### config.mk
export PLATFORM = sky130hd
export DESIGN_NAME = sda_gmem_read_arbiter
export DESIGN_NICKNAME = d
export VERILOG_FILES = /design/src/rtl/sda_gmem_read_arbiter.sv
export SDC_FILE = /design/constraint.sdc
export NUM_CORES = 1
export LEC_CHECK = 0
export ABC_CLOCK_PERIOD_IN_PS = 2800
export CAP_MARGIN = 20
export CORE_AREA = 4 4 167 169
export DETAILED_ROUTE_END_ITERATION = 12
export DIE_AREA = 0 0 171 173
export PLACE_DENSITY = 0.65
export SYNTH_ARGS = -nofsm -noshare
export SYNTH_HDL_FRONTEND = slang
export SYNTH_SLANG_ARGS = --single-unit
### constraint.sdc
create_clock -name clk -period 2.8 [get_ports clk]
set_input_delay 0.56 -clock clk [delete_from_list [all_inputs] [get_ports clk]]
set_output_delay 0.56 -clock clk [all_outputs]
set_load 0.05 [all_outputs]
### src/rtl/sda_gmem_read_arbiter.sv
// Two-requester arbiter for the kernel gmem AXI4 read channel (AR + R).
// Grants are recorded in a route FIFO that steers the in-order R bursts back.

module sda_gmem_rd_lane #(
  parameter int DATA_WIDTH = 64
) (
  input  logic                  ar_win,
  input  logic                  s_arvalid,
  output logic                  s_arready,
  input  logic                  r_sel,
  input  logic [DATA_WIDTH-1:0] m_rdata,
  input  logic [1:0]            m_rresp,
  input  logic                  m_rlast,
  input  logic                  m_rvalid,
  input  logic                  s_rready,
  output logic [DATA_WIDTH-1:0] s_rdata,
  output logic [1:0]            s_rresp,
  output logic                  s_rlast,
  output logic                  s_rvalid,
  output logic                  r_ready
);
  assign s_arready = ar_win & s_arvalid;
  // Payload is broadcast; only rvalid tells the lane the beat is its own.
  assign s_rdata   = m_rdata;
  assign s_rresp   = m_rresp;
  assign s_rlast   = m_rlast;
  assign s_rvalid  = r_sel & m_rvalid;
  assign r_ready   = r_sel & s_rready;
endmodule

module sda_gmem_read_arbiter #(
  parameter int ADDR_WIDTH      = 64,
  parameter int DATA_WIDTH      = 64,
  parameter int MAX_OUTSTANDING = 4
) (
  input  logic                  clk,
  input  logic                  reset,
  input  logic [ADDR_WIDTH-1:0] s0_araddr,
  input  logic [7:0]            s0_arlen,
  input  logic                  s0_arvalid,
  output logic                  s0_arready,
  output logic [DATA_WIDTH-1:0] s0_rdata,
  output logic [1:0]            s0_rresp,
  output logic                  s0_rlast,
  output logic                  s0_rvalid,
  input  logic                  s0_rready,
  input  logic [ADDR_WIDTH-1:0] s1_araddr,
  input  logic [7:0]            s1_arlen,
  input  logic                  s1_arvalid,
  output logic                  s1_arready,
  output logic [DATA_WIDTH-1:0] s1_rdata,
  output logic [1:0]            s1_rresp,
  output logic                  s1_rlast,
  output logic                  s1_rvalid,
  input  logic                  s1_rready,
  output logic [ADDR_WIDTH-1:0] m_araddr,
  output logic [7:0]            m_arlen,
  output logic                  m_arvalid,
  input  logic                  m_arready,
  input  logic [DATA_WIDTH-1:0] m_rdata,
  input  logic [1:0]            m_rresp,
  input  logic                  m_rlast,
  input  logic                  m_rvalid,
  output logic                  m_rready
);
  localparam int NUM_LANES = 2;
  localparam int PW        = $clog2(MAX_OUTSTANDING);
  localparam int CW        = PW + 1;

  typedef enum logic {IDLE, ISSUE} state_e;

  logic [NUM_LANES-1:0]                 s_arvalid, s_arready, s_rready, s_rvalid, s_rlast;
  logic [NUM_LANES-1:0]                 ar_win, r_sel, lane_rready;
  logic [NUM_LANES-1:0][ADDR_WIDTH-1:0] s_araddr;
  logic [NUM_LANES-1:0][7:0]            s_arlen;
  logic [NUM_LANES-1:0][DATA_WIDTH-1:0] s_rdata;
  logic [NUM_LANES-1:0][1:0]            s_rresp;

  state_e                   state_q, state_d;
  logic                     prio_q, prio_d;
  logic                     gnt_q, gnt_d;
  logic [ADDR_WIDTH-1:0]    araddr_q, araddr_d;
  logic [7:0]               arlen_q, arlen_d;
  logic [MAX_OUTSTANDING-1:0] route_q, route_d;
  logic [PW-1:0]            wptr_q, wptr_d, rptr_q, rptr_d;
  logic [CW-1:0]            cnt_q, cnt_d;

  logic win, can_grant, grant, push, pop, empty, head;

  assign s_arvalid   = {s1_arvalid, s0_arvalid};
  assign s_rready    = {s1_rready, s0_rready};
  assign s_araddr[0] = s0_araddr;
  assign s_araddr[1] = s1_araddr;
  assign s_arlen[0]  = s0_arlen;
  assign s_arlen[1]  = s1_arlen;

  assign s0_arready = s_arready[0];
  assign s1_arready = s_arready[1];
  assign s0_rdata   = s_rdata[0];
  assign s1_rdata   = s_rdata[1];
  assign s0_rresp   = s_rresp[0];
  assign s1_rresp   = s_rresp[1];
  assign s0_rlast   = s_rlast[0];
  assign s1_rlast   = s_rlast[1];
  assign s0_rvalid  = s_rvalid[0];
  assign s1_rvalid  = s_rvalid[1];

  // Pointer owner wins if it is asking; otherwise the other requester.
  assign win       = s_arvalid[prio_q] ? prio_q : ~prio_q;
  assign can_grant = (state_q == IDLE) && (cnt_q < CW'(MAX_OUTSTANDING));
  assign grant     = |s_arready;
  assign empty     = (cnt_q == '0);
  assign head      = route_q[rptr_q];

  for (genvar i = 0; i < NUM_LANES; i++) begin : g_lane
    assign ar_win[i] = can_grant & (win == 1'(i));
    assign r_sel[i]  = ~empty & (head == 1'(i));

    sda_gmem_rd_lane #(.DATA_WIDTH(DATA_WIDTH)) u_lane (
      .ar_win   (ar_win[i]),
      .s_arvalid(s_arvalid[i]),
      .s_arready(s_arready[i]),
      .r_sel    (r_sel[i]),
      .m_rdata  (m_rdata),
      .m_rresp  (m_rresp),
      .m_rlast  (m_rlast),
      .m_rvalid (m_rvalid),
      .s_rready (s_rready[i]),
      .s_rdata  (s_rdata[i]),
      .s_rresp  (s_rresp[i]),
      .s_rlast  (s_rlast[i]),
      .s_rvalid (s_rvalid[i]),
      .r_ready  (lane_rready[i])
    );
  end

  assign m_rready  = |lane_rready;
  assign m_arvalid = (state_q == ISSUE);
  assign m_araddr  = araddr_q;
  assign m_arlen   = arlen_q;
  assign pop       = ~empty & m_rvalid & m_rready & m_rlast;

  always_comb begin
    state_d  = state_q;
    prio_d   = prio_q;
    gnt_d    = gnt_q;
    araddr_d = araddr_q;
    arlen_d  = arlen_q;
    push     = 1'b0;
    case (state_q)
      IDLE: begin
        if (grant) begin
          araddr_d = s_araddr[win];
          arlen_d  = s_arlen[win];
          gnt_d    = win;
          state_d  = ISSUE;
        end
      end
      ISSUE: begin
        if (m_arready) begin
          push    = 1'b1;
          prio_d  = ~gnt_q;
          state_d = IDLE;
        end
      end
      default: state_d = IDLE;
    endcase
  end

  // Route FIFO; a push can never hit a full FIFO because grants check count first.
  always_comb begin
    route_d = route_q;
    if (push) route_d[wptr_q] = gnt_q;
    wptr_d = push ? wptr_q + 1'b1 : wptr_q;
    rptr_d = pop  ? rptr_q + 1'b1 : rptr_q;
    case ({push, pop})
      2'b10:   cnt_d = cnt_q + 1'b1;
      2'b01:   cnt_d = cnt_q - 1'b1;
      default: cnt_d = cnt_q;
    endcase
  end

  always_ff @(posedge clk) begin
    if (reset) begin
      state_q  <= IDLE;
      prio_q   <= 1'b0;
      gnt_q    <= 1'b0;
      araddr_q <= '0;
      arlen_q  <= '0;
      route_q  <= '0;
      wptr_q   <= '0;
      rptr_q   <= '0;
      cnt_q    <= '0;
    end else begin
      state_q  <= state_d;
      prio_q   <= prio_d;
      gnt_q    <= gnt_d;
      araddr_q <= araddr_d;
      arlen_q  <= arlen_d;
      route_q  <= route_d;
      wptr_q   <= wptr_d;
      rptr_q   <= rptr_d;
      cnt_q    <= cnt_d;
    end
  end
endmodule

**Word level (Yosys, flattened, before mapping)**

Cells that the tools add are included.

- Latch bits: 0
- Memory bits (writable): 0
- Memory bits (read-only): 0
- Bits of input ports: 219
- Memories: 0
- Output and inout bits: 212
- Bits in registers: 86

- Reduce and logical (&&, ||, !) cells: 8
- Shift operators: 0
- $mul: 0
- $add $sub $neg: 4
- Mux-type cells: 18
- Divide/modulo/power cells: 0
- Equal/unequal tests: 2
- Magnitude comparators: 6
- Bitwise gates (word level): 19

Operators by type and width:

| kind | count |
|---|---|
| $mux W64 | 2 |
| $mux W8 | 2 |
| $and A1 B1 Y1 | 13 |
| $mux W1 | 9 |
| $lt A2 B3 Y1 const B | 2 |
| $not A1 Y1 | 6 |
| $pmux W3 S2 | 1 |
| $add A2 B1 Y2 const B | 2 |
| $bwmux W4 | 1 |
| $lt A1 B2 Y1 const B | 2 |
| $reduce_and A2 Y1 | 2 |
| $reduce_or A2 Y1 | 2 |
| $add A3 B1 Y3 const B | 1 |
| $logic_not A3 Y1 | 1 |
| $lt A3 B3 Y1 const B | 1 |
| $sub A3 B1 Y3 const B | 1 |
| $bmux W1 S2 | 1 |
| $demux W1 S2 | 1 |
| $eq A2 B1 Y1 const B | 1 |
| $eq A2 B2 Y1 const B | 1 |
| $ge A2 B1 Y1 const B | 1 |
| $logic_and A1 B1 Y1 | 2 |
| $pmux W1 S2 | 1 |
| $reduce_bool A2 Y1 | 1 |

**Logic depth before layout (Yosys ltp)**

Gate-level depths: netlist (run 1).

- Depth after elaboration: 10
- Gate-level depth with buffers: 10

**Cells and area by module**

From an unflattened synthesis (run 1), not the netlist that was laid out.

- Cells, all modules: 640
- Area, all modules: 5136.2 µm²

By module, submodules not included:

| module | cells an instance | seq. area each (µm²) | instances | area an instance (µm²) |
|---|---|---|---|---|
| sda_gmem_read_arbiter | 500 | 1721.7 | 1 | 4092.7 |
| sda_gmem_rd_lane | 70 | 0.0 | 2 | 521.8 |

**Worst setup path after synthesis (run 1)**

OpenSTA, ideal clock, no wires.

- Kind: reg2reg
- Start: register rptr_q[1]
- End: register cnt_q[2]
- Buffers on the path: 0
- Path slack: 0.541 ns
- Arrival: 2.189 ns
- Stages on the path, launching flop included: 11
- Path through: dfxtp_1 -> mux2i_1 -> mux2_2 -> mux2i_1 -> nor3_1 -> ha_1 -> inv_1 -> fa_1 -> xor2_1 -> or3_1 -> a21oi_1

- Longest elaborated chain between the ends: 10
- Elaborated cells between the ends (all ways): 14
- Classes of those cells: eq/ne: 2; mux: 3; bitwise: 7; reduce/logical: 2

Ends and longest elaborated chain:

| what | line | RTL |
|---|---|---|
| start: declaration | 85 | `logic [PW-1:0] wptr_q, wptr_d, rptr_q, rptr_d;` |
| start signal: assignment | 202 | `rptr_q <= rptr_d;` |
| $bmux W1 S2 (*) | 113 | `assign head = route_q[rptr_q];` |
| $mux W1 (implied by the code) (*) | 113 |  |
| $not A1 Y1 | 117 | `assign r_sel[i] = ~empty & (head == 1'(i));` |
| $and A1 B1 Y1 | 117 |  |
| $and A1 B1 Y1 | 28 | `assign r_ready = r_sel & s_rready;` |
| $reduce_or A2 Y1 (*) | 137 | `assign m_rready = \|lane_rready;` |
| $and A1 B1 Y1 (*) (2 in series) | 141 | `assign pop = ~empty & m_rvalid & m_rready & m_rlast;` |
| named net pop | 88 | `logic win, can_grant, grant, push, pop, empty, head;` |
| $eq A2 B1 Y1 or $eq A2 B2 Y1 (tied branches) | 176 | `case ({push, pop})` |
| $pmux W3 S2 or $reduce_bool A2 Y1 (tied branches) | -- |  |
| end signal: assignment | 203 | `cnt_q <= cnt_d;` |
| end: declaration | 86 | `logic [CW-1:0] cnt_q, cnt_d;` |

Mark *: on every way through the listed nets, which the timed path passes. The rest lies on a longest branch. The select of a mux whose other input is x is not followed.
A chain may end at the register's enable or synchronous reset.

**Worst setup path in the final report (run 1)**

Ends and elaborated chain as after synthesis.

==> results.cfg, run 1 <==
[route]
routed-via-count = 3822
dr_wl_met3_mm = 1.29
antenna_left = 0
avgRoutedWirePerCell_um = 14.1
drc_errors = 0
drtIter0Drc = 98
wirelength_mm = 13.7
wl_met2_mm = 6.81
first_pass_iters = 4
m1WireLength_mm = 5.11
post_drt_via_cell_ratio = 3.92
highest_layer = met4

[cells_and_area]
nNetsFinal = 856
seq_area_um2 = 1720
drive_above_1_share = 0.0756
syn_to_final_growth_pct = 38.8
postLayoutCellArea_um2 = 7000
n_antenna_cell = 0
multi_input_area_um2 = 2070
n_fill_cell = 2855

[yosys]
synth_edf_count = 0
synth_fp_nets = 775
ys_ff_latch = 86
yosysTopAreaCellShare = 0.341
ys_seq_area_frac = 0.341
synthCells = 550
netlist_area_um2 = 5050
synth_top_area_cell = dfxtp_1
yosys_warnings = 0
synthTopCellsByArea = dfxtp_1 (34%), buf_4 (20%), mux2i_1 (15%)
yosysMostFrequentCell = buf_4
synth_ff_type = dfxtp_1
synthTopCellsByCount = buf_4 (136), dfxtp_1 (86), nor2_1 (86), mux2i_1 (75), a211oi_1 (59)
synth_cell_type_count = 31
syn_area_per_cell_um2 = 9.17
async_flop_share = 0

[global_routing]
grt_use_total = 0.0886
overflow = 0
grt_pass1_wl_mm = 20.6
grt_antenna_before_repair = 0
grt_max_degree = 73
grt_pass1_vias = 3723

[hold_path]
hold_class = reg2reg

[setup_path]
crit_type = reg2reg
crit_path_max_fanout = 4
worstPathArrival_ns = 2.77
cp-end-kind = register
start_kind = register
required_ns = 3.07

[timing]
rsz0062_at_grt = false
finClkSkew_ns = 0.00847
worst_slew_pin_slew_ns = 0.586
setup_slack_ns = 0.296
finalCriticalPeriod_ns = 2.50
slew_headroom = 0.608
fin_setup_tns_ns = 0
setup_viol = 0
fmax_ghz = 0.399
drv_slew = 0
hold_viol = 0
min_period_over_period = 0.894

[pwr]
p_leak_nw = 2.70
powerDensity_nw_per_um2 = 569
ir_worst_vdd_uv = 212

[cts]
cts_resized = 0
cts_root_buf = clkbuf_16
cts_setup_buffers = 0
clk_pin_slew_ns = 0.06
tritoncts = built
insertion_delay_ns = 0.34
cts.sinks = 86
numCtsBuffers = 9
h-tree-depth = 3
clockBufferDepth = 2
postCtsHoldBufs = 0

[die]
initial_core_util = 0.190
rows = 60
core_um2 = 26600
die-height_um = 173
die_area_um2 = 29600
fp.dieW_um = 171
ios = 431

[placed_design]
preCtsSetupSlack_ns = 0.109
detailed_place_hpwl_mm = 10.5
port_buffers = 232
place_congestion = 0.744
dpl_cell_area_um2 = 6710

[outcome]
status = complete, no violations

[job]
maxCapViolCount = 0
-- layout by cell type (no fill, tap or decap), types with 5 or more instances in the layout --
cell type        count
clkdlybuf4s50_1    224
inv_1                8
mux2i_1             75
ha_1                 5
nor2_1              86
dfxtp_1             86
buf_4                6
a21oi_1             12
a211oi_1            59
nand2_1             11
buf_12               9
clkbuf_16            9
a211oi_2            13
-- cell type report --
class                   count  share of cell area
flip-flops and latches     86               0.246
inverters                   8             0.00429
clock inverters             4             0.00679
clock buffers              11              0.0347
well taps                 341              0.0609
multi-input cells         287               0.295
repair buffers            239               0.352
-- critical path: stages, from the launching register on --
cell     delay (ns)
dfxtp_1        0.39
mux2i_1        0.28
mux2_2         0.23
mux2i_1        0.09
nor3_1         0.18
ha_1           0.22
inv_1          0.06
fa_1           0.37
xor2_1         0.16
or3_1          0.30
a21oi_1        0.15
-- cells by family (layout without fill, tap and decap cells) --
logic type / after synthesis / after routing / synth area share
adders and majority gates: 6 / 6 / 0.0164
xor gates and xnor gates: 3 / 3 / 0.00521
buffers and inverters: 177 / 262 / 0.253
AOI/OAI and AO/OA: 88 / 88 / 0.137
muxes: 79 / 79 / 0.158
and+or+nand+nor: 111 / 111 / 0.0888
DFF: 86 / 86 / 0.341
-- metal layers --
| metal | vias up | track usage |
|---|---|---|
| met1 | 1714 | 0.0932 |
| met2 | 152 | 0.150 |
| met3 | 51 | 0.0352 |
| met4 | 0 | 0.0499 |
| met5 | - | 0 |
| li1 | 1905 | - |
-- worst paths after layout --
check	startpoint	to	slack [ns]	cells past startpoint
setup / recovery	rptr_q[1]	cnt_q[2]	0.30	10
hold / removal	route_q[1]	route_q[1]	0.46	2
setup reg to reg	rptr_q[1]	cnt_q[2]	0.30	10
hold reg to reg	route_q[1]	route_q[1]	0.46	2
-- where the power goes --
group | internal, mW | switching [mW]
Combinational | 0.576 | 0.772
Clock | 0.709 | 0.516
Sequential | 1.35 | 0.0650
-- stage by stage --
step	hold WS, ns	util	std cells	power, mW
after detailed placement	0.454	0.253	961	2.80
final	0.464	0.263	976	3.98
after CTS	0.466	0.263	976	4.08
after global routing	0.497	0.263	976	4.22
after global placement	0.454	0.253	961	2.79
after floorplan	0.436	-	550	2.77
-- flip-flops by register name, summed over array words and instances, names as in the netlist --
register / cells
wptr_q: 2
m_arlen: 8
route_q: 4
cnt_q: 3
m_arvalid: 1
prio_q: 1
gnt_q: 1
rptr_q: 2
m_araddr: 64
No activity file was read; power rests on OpenSTA's default activity.
==> run 2, diff against run 1 <==
--- a/config.mk
+++ b/config.mk
@@ -8,6 +8,7 @@
 export ABC_CLOCK_PERIOD_IN_PS = 2800
 export CAP_MARGIN = 20
 export CORE_AREA = 4 4 167 169
+export CTS_BUF_LIST = sky130_fd_sc_hd__clkbuf_4 sky130_fd_sc_hd__clkbuf_8
 export DETAILED_ROUTE_END_ITERATION = 12
 export DIE_AREA = 0 0 171 173
 export PLACE_DENSITY = 0.65
==> run 2 against run 1 <==
Effect of this change: non-clock buffer count unchanged; wire length decreased by 0.32%; combinational power about the same; global-route usage barely moved; die area is the same; core utilization shrank 0.37 points; critical path depth unchanged; register-to-register slack is essentially flat; setup slack worse by 0.0034 ns; critical path type unchanged; largest cell class unchanged; largest power group unchanged; highest routed layer unchanged.
==> results.cfg, run 2 (synthesis gave the netlist of run 1 again) <==
[outcome]
status = complete, no violations

[cells_and_area]
n_fill_cell = 2865
fin_cells = 976
largest_reg_flops = 64
final_common_cell = clkdlybuf4s50_1
final_cell_mix = clkdlybuf4s50_1 (224), nor2_1 (86), dfxtp_1 (86)
nNetsFinal = 856
drive_above_1_share = 0.0772
n_antenna_cell = 0
syn_to_final_growth_pct = 36.8

[route]
drtIter0Drc = 103
wirelength_mm = 13.7
avgRoutedWirePerCell_um = 14.0
post_drt_via_cell_ratio = 3.91
antenna_left = 0
routed-via-count = 3815
first_pass_iters = 4
drc_errors = 0

[timing]
min_period_over_period = 0.895
drv_slew = 0
fin_hold_ws_ns = 0.463
slew_headroom = 0.608
hold_viol = 0
fin_setup_tns_ns = 0
setup_viol = 0
finClkSkew_ns = 0.0109
worst_slew_pin_slew_ns = 0.586
finalCriticalPeriod_ns = 2.51
rsz0062_at_grt = false
fmax_ghz = 0.399

[placed_design]
place_congestion = 0.744
port_buffers = 232
placed_cells = 961
detailed_place_hpwl_mm = 10.5

[job]
maxCapViolCount = 0

[setup_path]
cp-end-kind = register
start_kind = register
crit_path_max_fanout = 4
worstPathArrival_ns = 2.79
crit_type = reg2reg
path_cells = mux2i_1, mux2_2, mux2i_1, nor3_1, ha_1, inv_1, fa_1, xor2_1, or3_1, a21oi_1
max_stage_delay_ns = 0.40
crit_top_cell = mux2i_1
required_ns = 3.09
rr_worst_depth = 10
slowest_stage = dfxtp_1

[die]
die_area_um2 = 29600
die-height_um = 173
core_um2 = 26600
initial_core_util = 0.190
fp.dieW_um = 171
rows = 60
ios = 431

[global_routing]
grt_use_total = 0.0882
grt_max_degree = 73
overflow = 0
grt_pass1_vias = 3720
grt_pass1_wl_mm = 20.5
grt_antenna_before_repair = 0

[pwr]
ir_worst_vdd_uv = 155
power.total_mw = 3.67
powerDensity_nw_per_um2 = 532
p_leak_nw = 2.65

[cts]
postCtsHoldBufs = 0
numCtsBuffers = 9
cts_resized = 0
insertion_delay_ns = 0.36
tritoncts = built
cts.sinks = 86
cts_setup_buffers = 0
h-tree-depth = 3
clk_pin_slew_ns = 0.08
clockBufferDepth = 2
cts_root_buf = clkbuf_8

[hold_path]
hold_class = reg2reg
holdPathStages = 2
[run 2: final cells by class]
class / instances / area (µm²) / share of cell area
clock buffers: 11 / 145 / 0.0210
clock inverters: 4 / 47.5 / 0.00689
inverters: 8 / 30.0 / 0.00435
multi-input cells: 287 / 2070 / 0.299
flip-flops and latches: 86 / 1720 / 0.249
well taps: 341 / 427 / 0.0618
repair buffers: 239 / 2470 / 0.357
[run 2: layer usage]
| layer | global-route usage | up-vias | routed length (µm) |
|---|---|---|---|
| met4 | 0.0508 | 0 | 535 |
| met5 | 0 | - | 0 |
| li1 | - | 1908 | - |
| met2 | 0.150 | 154 | 6850 |
| met3 | 0.0332 | 50 | 1250 |
| met1 | 0.0926 | 1703 | 5070 |
[run 2: final timing paths]
path,startpoint,end,slack [ns]
hold / removal,route_q[1],route_q[1],0.46
setup reg to reg,rptr_q[1],cnt_q[2],0.29
hold reg to reg,route_q[1],route_q[1],0.46
setup / recovery,rptr_q[1],cnt_q[2],0.29
[run 2: worst max-delay path, delay by kind of cell, from the launching register on]
family,cells,cell delay [ns]
buf+inv,1,0.06
fa+ha+maj,2,0.59
xor+xnor,1,0.16
flops,1,0.40
compound gates,1,0.14
simple gates,2,0.48
mux,3,0.60
[run 2: through the flow]
| stage | setup slack [ns] | instance area [µm²] | utilization |
|---|---|---|---|
| 2_1_floorplan | 0.541 | 5050 | - |
| 3_3_place_gp | 0.141 | 6710 | 0.253 |
| 3_5_place_dp | 0.109 | 6710 | 0.253 |
| 4_1_cts | 0.274 | 6900 | 0.260 |
| 5_1_grt | 0.0670 | 6900 | 0.260 |
| 6_report | 0.293 | 6900 | 0.260 |
[run 2: power by group]
group,switching [mW],internal [mW],total (mW)
Clock,0.474,0.440,0.915
Combinational,0.772,0.576,1.35
Sequential,0.0650,1.34,1.41
==> run 3, diff against run 2 <==
==> config.mk (replaced) <==
export PLATFORM = sky130hd
export DESIGN_NAME = sda_gmem_read_arbiter
export DESIGN_NICKNAME = d
export VERILOG_FILES = /design/src/rtl/sda_gmem_read_arbiter.sv
export SDC_FILE = /design/constraint.sdc
export NUM_CORES = 1
export LEC_CHECK = 0
export ABC_CLOCK_PERIOD_IN_PS = 3200
export CAP_MARGIN = 20
export CORE_AREA = 4 4 165 167
export CTS_BUF_LIST = sky130_fd_sc_hd__clkbuf_4 sky130_fd_sc_hd__clkbuf_8
export DETAILED_ROUTE_END_ITERATION = 12
export DIE_AREA = 0 0 169 171
export PLACE_DENSITY = 0.66
export SYNTH_ARGS = -nofsm -noshare
export SYNTH_HDL_FRONTEND = slang
export SYNTH_SLANG_ARGS = --single-unit
==> constraint.sdc (replaced) <==
create_clock -name clk -period 3.2 [get_ports clk]
set_input_delay 0.64 -clock clk [delete_from_list [all_inputs] [get_ports clk]]
set_output_delay 0.64 -clock clk [all_outputs]
set_load 0.05 [all_outputs]
==> run 3 against run 2 <==
Effect of this change: via count is 0.47% lower; clock-buffer cell count decreased by 1; wire length increased by 0.93%; critical path type is now reg2out; largest cell class unchanged; largest power group unchanged; highest routed layer unchanged.
==> results.cfg, run 3 (synthesis gave the netlist of run 1 again) <==
[outcome]
status = complete, no violations

[pwr]
ir_worst_vdd_uv = 199
power.total_mw = 3.29
combPwrFrac = 0.355
p_int_mw = 2.13
switching_share = 0.353
power.switching_mw = 1.16
seq_power_share = 0.375
p_leak_nw = 2.63
power.share.clock = 0.270
powerDensity_nw_per_um2 = 479

[cts]
numCtsBuffers = 9
cts_setup_buffers = 0
tritoncts = built
insertion_delay_ns = 0.36
clockBufferDepth = 2
cts_resized = 0
clk_pin_slew_ns = 0.09
h-tree-depth = 3
cts.sinks = 86
postCtsHoldBufs = 0
cts_root_buf = clkbuf_8

[timing]
finClkSkew_ns = 0.0123
setup_slack_ns = 0.305
min_period_over_period = 0.905
worst_slew_pin_slew_ns = 0.674
drv_slew = 0
finalCriticalPeriod_ns = 2.90
rsz0062_at_grt = false
fin_setup_tns_ns = 0
hold_viol = 0
setup_viol = 0
slew_headroom = 0.551
fmax_ghz = 0.345

[global_routing]
grt_use_total = 0.0897
grt_pass1_vias = 3712
overflow = 0
grt_max_degree = 82
grt_pass1_wl_mm = 20.3
grt_antenna_before_repair = 0

[cells_and_area]
n_fill_cell = 2768
fin_util = 0.267
fin_cells = 969
syn_to_final_growth_pct = 36.1
largest_reg_flops = 64
nNetsFinal = 855
final_cell_mix = clkdlybuf4s50_1 (229), nor2_1 (86), dfxtp_1 (86)
drive_above_1_share = 0.0678
final_common_cell = clkdlybuf4s50_1
n_antenna_cell = 0

[setup_path]
start_kind = register
worstPathArrival_ns = 2.26
crit_path_max_fanout = 4
crit_type = reg2out
ff2ff_setup_slack_ns = 0.72
rr_worst_depth = 10
required_ns = 2.56
r2r-end = cnt_q[2]
r2r-start = rptr_q[1]
cp-end-kind = output pin

[die]
rows = 59
fp.dieW_um = 169
die-height_um = 171
die_area_um2 = 28900
initial_core_util = 0.196
core_um2 = 25800
ios = 431

[route]
first_pass_iters = 4
antenna_left = 0
wirelength_mm = 13.8
routed-via-count = 3797
drtIter0Drc = 134
post_drt_via_cell_ratio = 3.92
drc_errors = 0
avgRoutedWirePerCell_um = 14.3

[placed_design]
detailed_place_hpwl_mm = 10.8
port_buffers = 232
preCtsSetupSlack_ns = 0.381
placed_cells = 954
place_congestion = 0.711

[hold_path]
hold_start = route_q[1]
min_to = route_q[1]
holdPathStages = 2
hold_class = reg2reg

[job]
maxCapViolCount = 0
-- run 3: final cells by class --
| cell class | count | area, µm² | share of cell area |
|---|---|---|---|
| inverter | 8 | 30.0 | 0.00437 |
| clock inverter | 5 | 83.8 | 0.0122 |
| clock buffer | 10 | 138 | 0.0200 |
| multi-input combinational | 287 | 2070 | 0.301 |
| tap | 335 | 419 | 0.0610 |
| sequential | 86 | 1720 | 0.251 |
| timing repair buffer | 238 | 2410 | 0.351 |
-- run 3: power groups by stage --
| stage | Sequential, mW | Clock [mW] | Combinational [mW] |
|---|---|---|---|
| 4_1_cts | 1.23 | 0.964 | 1.19 |
| 6_report | 1.23 | 0.891 | 1.17 |
| 2_1_floorplan | 1.60 | 0 | 0.826 |
| 3_5_place_dp | 1.26 | 0 | 1.18 |
| 5_1_grt | 1.25 | 1.01 | 1.24 |
| 3_3_place_gp | 1.26 | 0 | 1.18 |
-- run 3: worst max path at each step --
| stage | slack, ns | cells past startpoint | startpoint | to |
|---|---|---|---|---|
| floorplan | 0.94 | 10 | rptr_q[1] | cnt_q[2] |
| global placement | 0.43 | 4 | m_rvalid | s0_rvalid |
| detailed placement | 0.38 | 9 | m_arready | cnt_q[2] |
| CTS | 0.25 | 5 | rptr_q[1] | m_rready |
| global route | 0.13 | 5 | rptr_q[1] | m_rready |
| finish | 0.30 | 5 | rptr_q[1] | m_rready |
-- run 3: layer usage --
metal / up-vias / part of all wire / GRT usage
met4: 0 / 0.026 / 0.0382
met2: 170 / 0.48 / 0.148
met1: 1680 / 0.41 / 0.103
li1: 1908 / - / -
met5: - / 0 / 0
met3: 39 / 0.089 / 0.0370
-- run 3: critical path: stages (launching register included) --
cell and delay (ns):
dfxtp_1 0.41, mux2i_1 0.26, mux2_2 0.22, mux2i_1 0.25, nor2_1 0.06, clkdlybuf4s50_1 0.70
-- run 3: through the flow --
stage          area, µm²  hold slack (ns)
2_1_floorplan       5050            0.436
3_3_place_gp        6650            0.448
3_5_place_dp        6650            0.452
4_1_cts             6870            0.466
5_1_grt             6870            0.503
6_report            6870            0.464
